--- src/rtl/alu_proto_mon.sv ---
`default_nettype none
// alu_proto_mon: passive protocol and result monitor for a two-operand ALU request/response bus.
// Define ALU_MON_XCHECK_EN to build the X/Z request checker (checker 2); otherwise it is tied off.
module alu_proto_mon #(
  parameter int DATA_WIDTH = 8,
  parameter int MAX_LAT    = 2,
  parameter int CNT_WIDTH  = 16
) (
  input  logic                  clk,
  input  logic                  reset_n,
  input  logic                  opcode_valid,
  input  logic                  opcode,
  input  logic [DATA_WIDTH-1:0] data,
  input  logic [DATA_WIDTH-1:0] result,
  input  logic                  overflow,
  input  logic                  done,
  input  logic [4:0]            checker_enable,
  output logic [4:0]            err_pulse,
  output logic [4:0]            err_sticky,
  output logic [CNT_WIDTH-1:0]  txn_count,
  output logic [CNT_WIDTH-1:0]  err_count
);

  typedef enum logic [1:0] {
    POST_RST  = 2'd0,
    IDLE      = 2'd1,
    OPB       = 2'd2,
    WAIT_DONE = 2'd3
  } state_t;

  // Latency counter value seen on the last permitted done edge.
  localparam logic [3:0] LAT_LAST = 4'(MAX_LAT - 1);

  state_t                state_q, state_d;
  logic [DATA_WIDTH-1:0] a_q, a_d;
  logic [DATA_WIDTH-1:0] b_q, b_d;
  logic [1:0]            op_q, op_d;
  logic [3:0]            lat_q, lat_d;
  logic [4:0]            fail_d;
  logic                  txn_inc_d;
  logic [DATA_WIDTH:0]   exp_d;
  logic [4:0]            flag_d;
  logic [2:0]            pop_d;
  logic [CNT_WIDTH:0]    txn_sum_d;
  logic [CNT_WIDTH:0]    err_sum_d;

  logic [4:0]            err_pulse_q;
  logic [4:0]            err_sticky_q;
  logic [CNT_WIDTH-1:0]  txn_count_q;
  logic [CNT_WIDTH-1:0]  err_count_q;

  always_comb begin
    case (op_q)
      2'b00:   exp_d = {1'b0, a_q} + {1'b0, b_q};
      2'b01:   exp_d = {1'b0, a_q} - {1'b0, b_q};
      2'b10:   exp_d = {1'b0, a_q ^ b_q};
      default: exp_d = {1'b0, ~(a_q ^ b_q)};
    endcase
  end

  always_comb begin
    state_d   = state_q;
    a_d       = a_q;
    b_d       = b_q;
    op_d      = op_q;
    lat_d     = lat_q;
    fail_d    = '0;
    txn_inc_d = 1'b0;

    case (state_q)
      POST_RST: begin
        if ((result != '0) || overflow || done) fail_d[0] = 1'b1;
        state_d = IDLE;
      end
      IDLE: begin
        if (done) fail_d[2] = 1'b1;
        if (opcode_valid) begin
          a_d     = data;
          op_d    = {1'b0, opcode};
          state_d = OPB;
        end
      end
      OPB: begin
        if (done) fail_d[2] = 1'b1;
        if (opcode_valid) begin
          b_d     = data;
          op_d[1] = opcode;
          lat_d   = '0;
          state_d = WAIT_DONE;
        end
      end
      default: begin
        lat_d = lat_q + 4'd1;
        if (done) begin
          txn_inc_d = 1'b1;
          if (result != exp_d[DATA_WIDTH-1:0]) fail_d[3] = 1'b1;
          if (overflow != exp_d[DATA_WIDTH])   fail_d[4] = 1'b1;
          state_d = IDLE;
          if (opcode_valid) begin
            a_d     = data;
            op_d    = {1'b0, opcode};
            state_d = OPB;
          end
        end else if (opcode_valid) begin
          // A new request while still waiting aborts the outstanding one.
          fail_d[2] = 1'b1;
          a_d       = data;
          op_d      = {1'b0, opcode};
          state_d   = OPB;
        end else if (lat_q == LAT_LAST) begin
          fail_d[2] = 1'b1;
          state_d   = IDLE;
        end
      end
    endcase

`ifdef ALU_MON_XCHECK_EN
    if (opcode_valid && $isunknown({opcode, data})) fail_d[1] = 1'b1;
`endif
  end

  assign flag_d    = fail_d & checker_enable;
  assign pop_d     = {2'b00, flag_d[0]} + {2'b00, flag_d[1]} + {2'b00, flag_d[2]}
                   + {2'b00, flag_d[3]} + {2'b00, flag_d[4]};
  assign txn_sum_d = {1'b0, txn_count_q} + {{CNT_WIDTH{1'b0}}, txn_inc_d};
  assign err_sum_d = {1'b0, err_count_q} + {{(CNT_WIDTH-2){1'b0}}, pop_d};

  always_ff @(posedge clk or negedge reset_n) begin
    if (!reset_n) begin
      state_q      <= POST_RST;
      a_q          <= '0;
      b_q          <= '0;
      op_q         <= '0;
      lat_q        <= '0;
      err_pulse_q  <= '0;
      err_sticky_q <= '0;
      txn_count_q  <= '0;
      err_count_q  <= '0;
    end else begin
      state_q      <= state_d;
      a_q          <= a_d;
      b_q          <= b_d;
      op_q         <= op_d;
      lat_q        <= lat_d;
      err_pulse_q  <= flag_d;
      err_sticky_q <= err_sticky_q | flag_d;
      txn_count_q  <= txn_sum_d[CNT_WIDTH] ? {CNT_WIDTH{1'b1}} : txn_sum_d[CNT_WIDTH-1:0];
      err_count_q  <= err_sum_d[CNT_WIDTH] ? {CNT_WIDTH{1'b1}} : err_sum_d[CNT_WIDTH-1:0];
    end
  end

  assign err_pulse  = err_pulse_q;
  assign err_sticky = err_sticky_q;
  assign txn_count  = txn_count_q;
  assign err_count  = err_count_q;

endmodule
`default_nettype wire

--- config.mk ---
export PLATFORM = sky130hd
export DESIGN_NAME = alu_proto_mon
export DESIGN_NICKNAME = d
export VERILOG_FILES = /design/src/rtl/alu_proto_mon.sv
export SDC_FILE = /design/constraint.sdc
export NUM_CORES = 1
export LEC_CHECK = 0
export CAP_MARGIN = 40
export CORE_UTILIZATION = 60
export DETAILED_ROUTE_END_ITERATION = 8
export DONT_BUFFER_PORTS = 1
export PLACE_DENSITY = 0.76
export SYNTH_ARGS = -nofsm -noshare
export SYNTH_HDL_FRONTEND = slang
export SYNTH_SLANG_ARGS = --single-unit
export TNS_END_PERCENT = 50
--- constraint.sdc ---
create_clock -name clk -period 10.1 [get_ports clk]
set_clock_uncertainty 0.1 [all_clocks]
set_input_delay 1.515 -clock clk [delete_from_list [all_inputs] [get_ports clk]]
set_output_delay 1.515 -clock clk [all_outputs]
set_load 0.005 [all_outputs]
# Word-level counts from Yosys, hierarchy flattened
# Cells that the tools add are included.
[word_totals] out_inout_bits=42 wordCells=77 ff_bits=66 input_bits=27
[op_classes] n_bitwise=7 n_mux=27 reduce_logical=15 addsub=9 eq_ne=9
[op_table] op="16-bit two-way mux" count=2
[op_table] op="9-bit one-hot mux with 3 select lines" count=1
[op_table] op="2-bit two-way mux" count=9
[op_table] op="16-bit by 1-bit adder with 17-bit output" count=1
[op_table] op="16-bit by 3-bit adder with 17-bit output" count=1
[op_table] op="1-bit two-way mux" count=10
[op_table] op="8-bit by 8-bit adder with 9-bit output" count=1
[op_table] op="8-bit by 8-bit subtractor with 9-bit output" count=1
[op_table] op="8-bit inequality test" count=1
[op_table] op="8-bit inverter" count=1
[op_table] op="4-bit one-hot mux with 2 select lines" count=1
[op_table] op="2-bit AND reduction" count=4
[op_table] op="8-bit nonzero test" count=1
[op_table] op="8-bit bitwise XOR" count=1
[op_table] op="3-bit by 1-bit adder with 3-bit output" count=2
[op_table] op="2-bit one-hot mux with 3 select lines" count=1
[op_table] op="2-bit OR reduction" count=3
[op_table] op="5-bit bitwise AND" count=1
[op_table] op="5-bit OR" count=1
[op_table] op="4-bit by 1-bit adder with 4-bit output, second input constant" count=1
[op_table] op="2-bit by 1-bit == test with 1-bit output, second input constant" count=2
[op_table] op="2-bit == test, second input constant" count=2
[op_table] op="4-bit by 1-bit == test with 1-bit output, second input constant" count=1
[op_table] op="2-bit zero test" count=2
[op_table] op="11 further kinds" count=16

# Longest topological paths before layout
[logic_depth] ltp_word=14 ltp_mapped=22

# Worst setup path before layout
# OpenSTA, ideal clock, no wires.
[synth_path] path_kind="reg2reg" startpoint="reg b_q[1]" endpoint="reg err_count_q[13] (netlist: err_count[13])" required_ps=9935 arrival_ps=4918 stages_incl_launch_ff=23 path_buffers=1 slack_ps=5017 setup_time_ps=65 path_cell_list="dfrtp_1 -> inv_1 -> ha_1 -> nor3b_1 -> nor2_1 -> xnor2_1 -> ha_1 -> nand2_1 -> a211o_1 -> a211o_1 -> a21o_1 -> a2111oi_2 -> a21oi_1 -> fa_1 -> inv_1 -> fa_1 -> inv_1 -> fa_1 -> and4_1 -> nand2_1 -> or3_4 -> buf_2 -> nand2_1"
[synth_between] elab_chain_len=12
[synth_lines] element="start: declaration" line_no="36" text="logic [DATA_WIDTH-1:0] b_q, b_d;"
[synth_lines] element="start signal: assignment" line_no="132" text="b_q <= '0;"
[synth_lines] element="start signal: assignment" line_no="142" text="b_q <= b_d;"
[synth_lines] element="parallel branches: the longest is 2 deep, another holds 8-bit by 8-bit subtractor with 9-bit output"
[synth_lines] element="9-bit one-hot mux with 3 select lines (*)" line_no="53" text="case (op_q)"
[synth_lines] element="8-bit inequality test (*)" line_no="96" text="if (result != exp_d[DATA_WIDTH-1:0]) fail_d[3] = 1'b1;"
[synth_lines] element="1-bit two-way mux (*)" line_no="96"
[synth_lines] element="2-bit two-way mux (*)" line_no="94" text="if (done) begin"
[synth_lines] element="2-bit two-way mux (*)" line_no="70" text="case (state_q)"
[synth_lines] element="5-bit bitwise AND (*)" line_no="122" text="assign flag_d = fail_d & checker_enable;"
[synth_lines] element="via flag_d[3]" line_no="42" text="logic [4:0] flag_d;"
[synth_lines] element="3-bit by 1-bit adder with 3-bit output (*) (2 in a row)" line_no="124" text="+ {2'b00, flag_d[3]} + {2'b00, flag_d[4]};"
[synth_lines] element="16-bit by 3-bit adder with 17-bit output (*)" line_no="126" text="assign err_sum_d = {1'b0, err_count_q} + {{(CNT_WIDTH-2){1'b0}}, pop_d};"
[synth_lines] element="16-bit two-way mux (*)" line_no="148" text="err_count_q <= err_sum_d[CNT_WIDTH] ? {CNT_WIDTH{1'b1}} : err_sum_d[CNT_WIDTH-1:0];"
[synth_lines] element="end signal: assignment" line_no="148"
[synth_lines] element="end: declaration" line_no="50" text="logic [CNT_WIDTH-1:0] err_count_q;"
# Mark *: on every way through the listed nets, which the timed path passes.
# A chain may end at the register's enable or synchronous reset.

# Final worst setup path
[layout_path] startpoint="reg op_q[1]" endpoint="reg err_count_q[8] (netlist: err_count[8])"
[layout_between] elab_chain_len=11
[layout_lines] element="start: declaration" line_no="37" text="logic [1:0] op_q, op_d;"
[layout_lines] element="start signal: assignment" line_no="143" text="op_q <= op_d;"
[layout_lines] element="2-bit == test (tied with other cells)" line_no="53"
[layout_lines] element="9-bit one-hot mux with 3 select lines (*)" line_no="53"
[layout_lines] element="8-bit inequality test (*)" line_no="96"
[layout_lines] element="1-bit two-way mux (*)" line_no="96"
[layout_lines] element="2-bit two-way mux (*)" line_no="94"
[layout_lines] element="2-bit two-way mux (*)" line_no="70"
[layout_lines] element="5-bit bitwise AND (*)" line_no="122"
[layout_lines] element="via flag_d[3]" line_no="42"
[layout_lines] element="3-bit by 1-bit adder with 3-bit output (*) (2 in a row)" line_no="124"
[layout_lines] element="16-bit by 3-bit adder with 17-bit output (*)" line_no="126"
[layout_lines] element="16-bit two-way mux (*)" line_no="148"
# The timed path passes the listed nets; every way through them passes the cells marked *.

==> results by group <==
Status
  – Outcome: complete, no violations

CTS
  – Post-CTS setup buffers: 0
  – Clock buffer depth: 2
  – Skew-Pair Late Insertion Delay: 340 ps
  – CTS Sinks: 64
  – Num CTS Buffers: 9
  – Hold buffers post-CTS: 0
  – H-tree levels: 3
  – Clk root buf: clkbuf_8
  – Worst-path clk slew: 60 ps
  – Post-cts sizing count: 0
  – CTS tree: built

Logic synthesis
  – Post-Syn Instances: 398
  – FF+latch count, synth: 64
  – Synth async-reset ratio: 1.00
  – Top-count cell post-synth: dfrtp_1
  – Synth top cells by count: dfrtp_1 (64), nand2_1 (42), nor2_1 (25)
  – Seq/Total Area, Yosys: 0.414
  – Post-synth EDFFs: 0
  – Ys Warns: 0
  – Syn avg cell area: 9.73 um2
  – Yosys top cell area share: 0.414
  – Cell taking the most area after synthesis: dfrtp_1
  – Post-synth top flop: dfrtp_1
  – Synthesized cell area: 3870 um2
  – Netlist cell types: 50
  – Synth area leaders: dfrtp_1 (41%), ha_1 (5.8%), mux2_2 (5.5%)

Timing
  – Crit share post-route: 0.584
  – Final number of setup-violating endpoints: 0
  – Fmax: 170 MHz
  – Fin. Hold Viols: 0
  – Count of final max-slew check failures: 0
  – Slew @ Worst Pin: 825 ps
  – Setup_tns: 0 ps
  – Relative slew slack: 0.448
  – Min cycle time layout: 5900 ps
  – RSZ-0062 raised after global routing: no

Detailed routing
  – DRT Wirelength: 7.72 mm
  – 1st-iter DRT viols: 127
  – Residual DRC count: 0
  – DR pass1 iterations: 4
  – Vias/cell: 5.97
  – WL/cell: 16.1 um
  – Post-route ant nets: 0
  – Vias: 2,855

Setup path
  – FF-to-FF setup slack: 4200 ps
  – Crit end category: register
  – Critical path type: reg2reg
  – Crit path launch type: register
  – Most used cell, CP: fa_1
  – Worst Path Required: 10,260 ps
  – Crit-path cells: nor2b_1, nor2_1, xnor2_1, ha_1, nand2_1, a211o_1, a211o_1, a21o_1, a2111oi_2, a21oi_1, fa_1, inv_1, fa_1, inv_1, fa_1, and4_1, nand2_1, or3_4, o21ai_0
  – Worst path slowest cell: dfrtp_1
  – Worst Path Arrival: 6060 ps
  – Worst Path Max Fanout: 22
  – CP max stage delay: 630 ps

Power
  – Leak: 1.89 nW
  – Maximum vdd drop: 0.000234 V
  – Cell Pwr Density: 368 nW/um2

Global routing
  – Number of global-route vias before repair: 2,674
  – Remaining global-route overflow: 0
  – Initial antenna violation count: 0
  – Largest net degree at the start of global routing: 65
  – First-pass GRT wire length: 12.1 mm
  – All-Layer GR Usage: 0.242

Die
  – FP Rows: 28
  – Die Wd: 82.3 um
  – Die ar.: 6780 um2
  – Die H: 82.3 um
  – I/O pins: 69
  – Initial core utilization: 0.639
  – Area of the core: 6060 um2

Placed design
  – Post-DP HPWL: 5.83 mm
  – # port buffers: 0
  – GPL Wtd Cong: 0.821

Final layout
  – Final core occ: 0.672
  – Area growth, synth to finish: 5.14%
  – Nets: 449
  – Ant diodes: 0
  – Fillers: 473
  – Share of post-route cells with drive strength above 1: 0.0943

Run
  – Max Cap Viol: 0

Worst hold path
  – Worst hold path type: reg2reg
-- cell families (layout without fill, tap and decap cells) --
logic type	after synthesis	count (layout)	share of synthesized area
buffers and inverters	31	35	0.0339
adder cells (fa/ha/maj)	22	22	0.0788
AND/OR/NAND/NOR	146	146	0.191
flip-flops	64	64	0.414
XOR/XNOR	43	43	0.104
other	1	2	0.000968
multiplexers	24	24	0.0682
AO/OA/AOI/OAI	67	67	0.110
-- per-layer routing --
layer	vias to the layer above	routed length, um	track usage
li1	1398	-	-
met1	1378	3290	0.290
met2	65	3880	0.416
met3	14	413	0.0571
met4	0	133	0.105
met5	-	0	0
-- placed cells by master, fill, tap and decap left out, types with 4 or more instances in the layout --
| master | instances |
|---|---|
| and3_1 | 11 |
| inv_1 | 21 |
| fa_1 | 4 |
| ha_1 | 18 |
| nor2_1 | 25 |
| or2_2 | 4 |
| dfrtp_1 | 64 |
| nand2b_1 | 7 |
| nor3_1 | 8 |
| xnor2_1 | 24 |
| nor4_1 | 6 |
| nand2_1 | 42 |
| mux2i_1 | 5 |
| a21oi_1 | 20 |
| xor2_1 | 17 |
| nand3_1 | 20 |
| clkbuf_8 | 10 |
| o21ai_0 | 19 |
| a31oi_1 | 7 |
| nor3b_1 | 4 |
| mux2_2 | 19 |
-- flip-flops by register name (all words and copies together) (netlist names) --
name	count
a_q	8
lat_q	4
op_q	2
txn_count	16
b_q	8
err_pulse	4
err_count	16
err_sticky	4
state_q	2
-- critical path: cells and delay by family, from the launching register on --
family	cells	cell delay, ps
AND/OR/NAND/NOR	6	1640
AO/OA/AOI/OAI	6	1620
adder cells (fa/ha/maj)	4	1530
flip-flops	1	630
XOR/XNOR	1	160
buffers and inverters	2	130
-- final cells by class --
class / count / area, um2 / share of cell area
clock inverter: 1 / 5.00 / 0.00123
tap: 75 / 93.8 / 0.0230
sequential: 64 / 1600 / 0.393
clock buffer: 13 / 149 / 0.0366
multi-input combinational: 304 / 2140 / 0.526
inverter: 21 / 78.8 / 0.0194
-- report_power, final --
| part | leakage, nW | switching (mW) | internal [mW] |
|---|---|---|---|
| clock network | 0.0794 | 0.0875 | 0.0928 |
| registers | 0.806 | 0.109 | 0.336 |
| logic | 1.01 | 0.460 | 0.413 |
-- metrics by stage --
stage	power, mW	setup WS [ps]	hold WS, ps	instance area (um2)	std cells
floorplan	1.15	5020	365	3880	399
global placement	1.28	4340	387	3920	464
detailed placement	1.32	4190	414	3920	464
CTS	1.50	4170	427	4070	478
global route	1.63	3710	445	4070	478
finish	1.50	4200	418	4070	478
-- path summary, 6_finish.rpt --
| check | startpoint | to | depth (start not counted) |
|---|---|---|---|
| min in group asynchronous | reset_n | a_q[1] | 0 |
| worst max-delay path | op_q[1] | err_count[8] | 19 |
| worst max register to register | op_q[1] | err_count[8] | 19 |
| max in group asynchronous | reset_n | a_q[7] | 0 |
| worst min register to register | err_sticky[4] | err_sticky[4] | 1 |
| worst min-delay path | err_sticky[4] | err_sticky[4] | 1 |
Note: power is estimated with default switching activity, not from simulation.
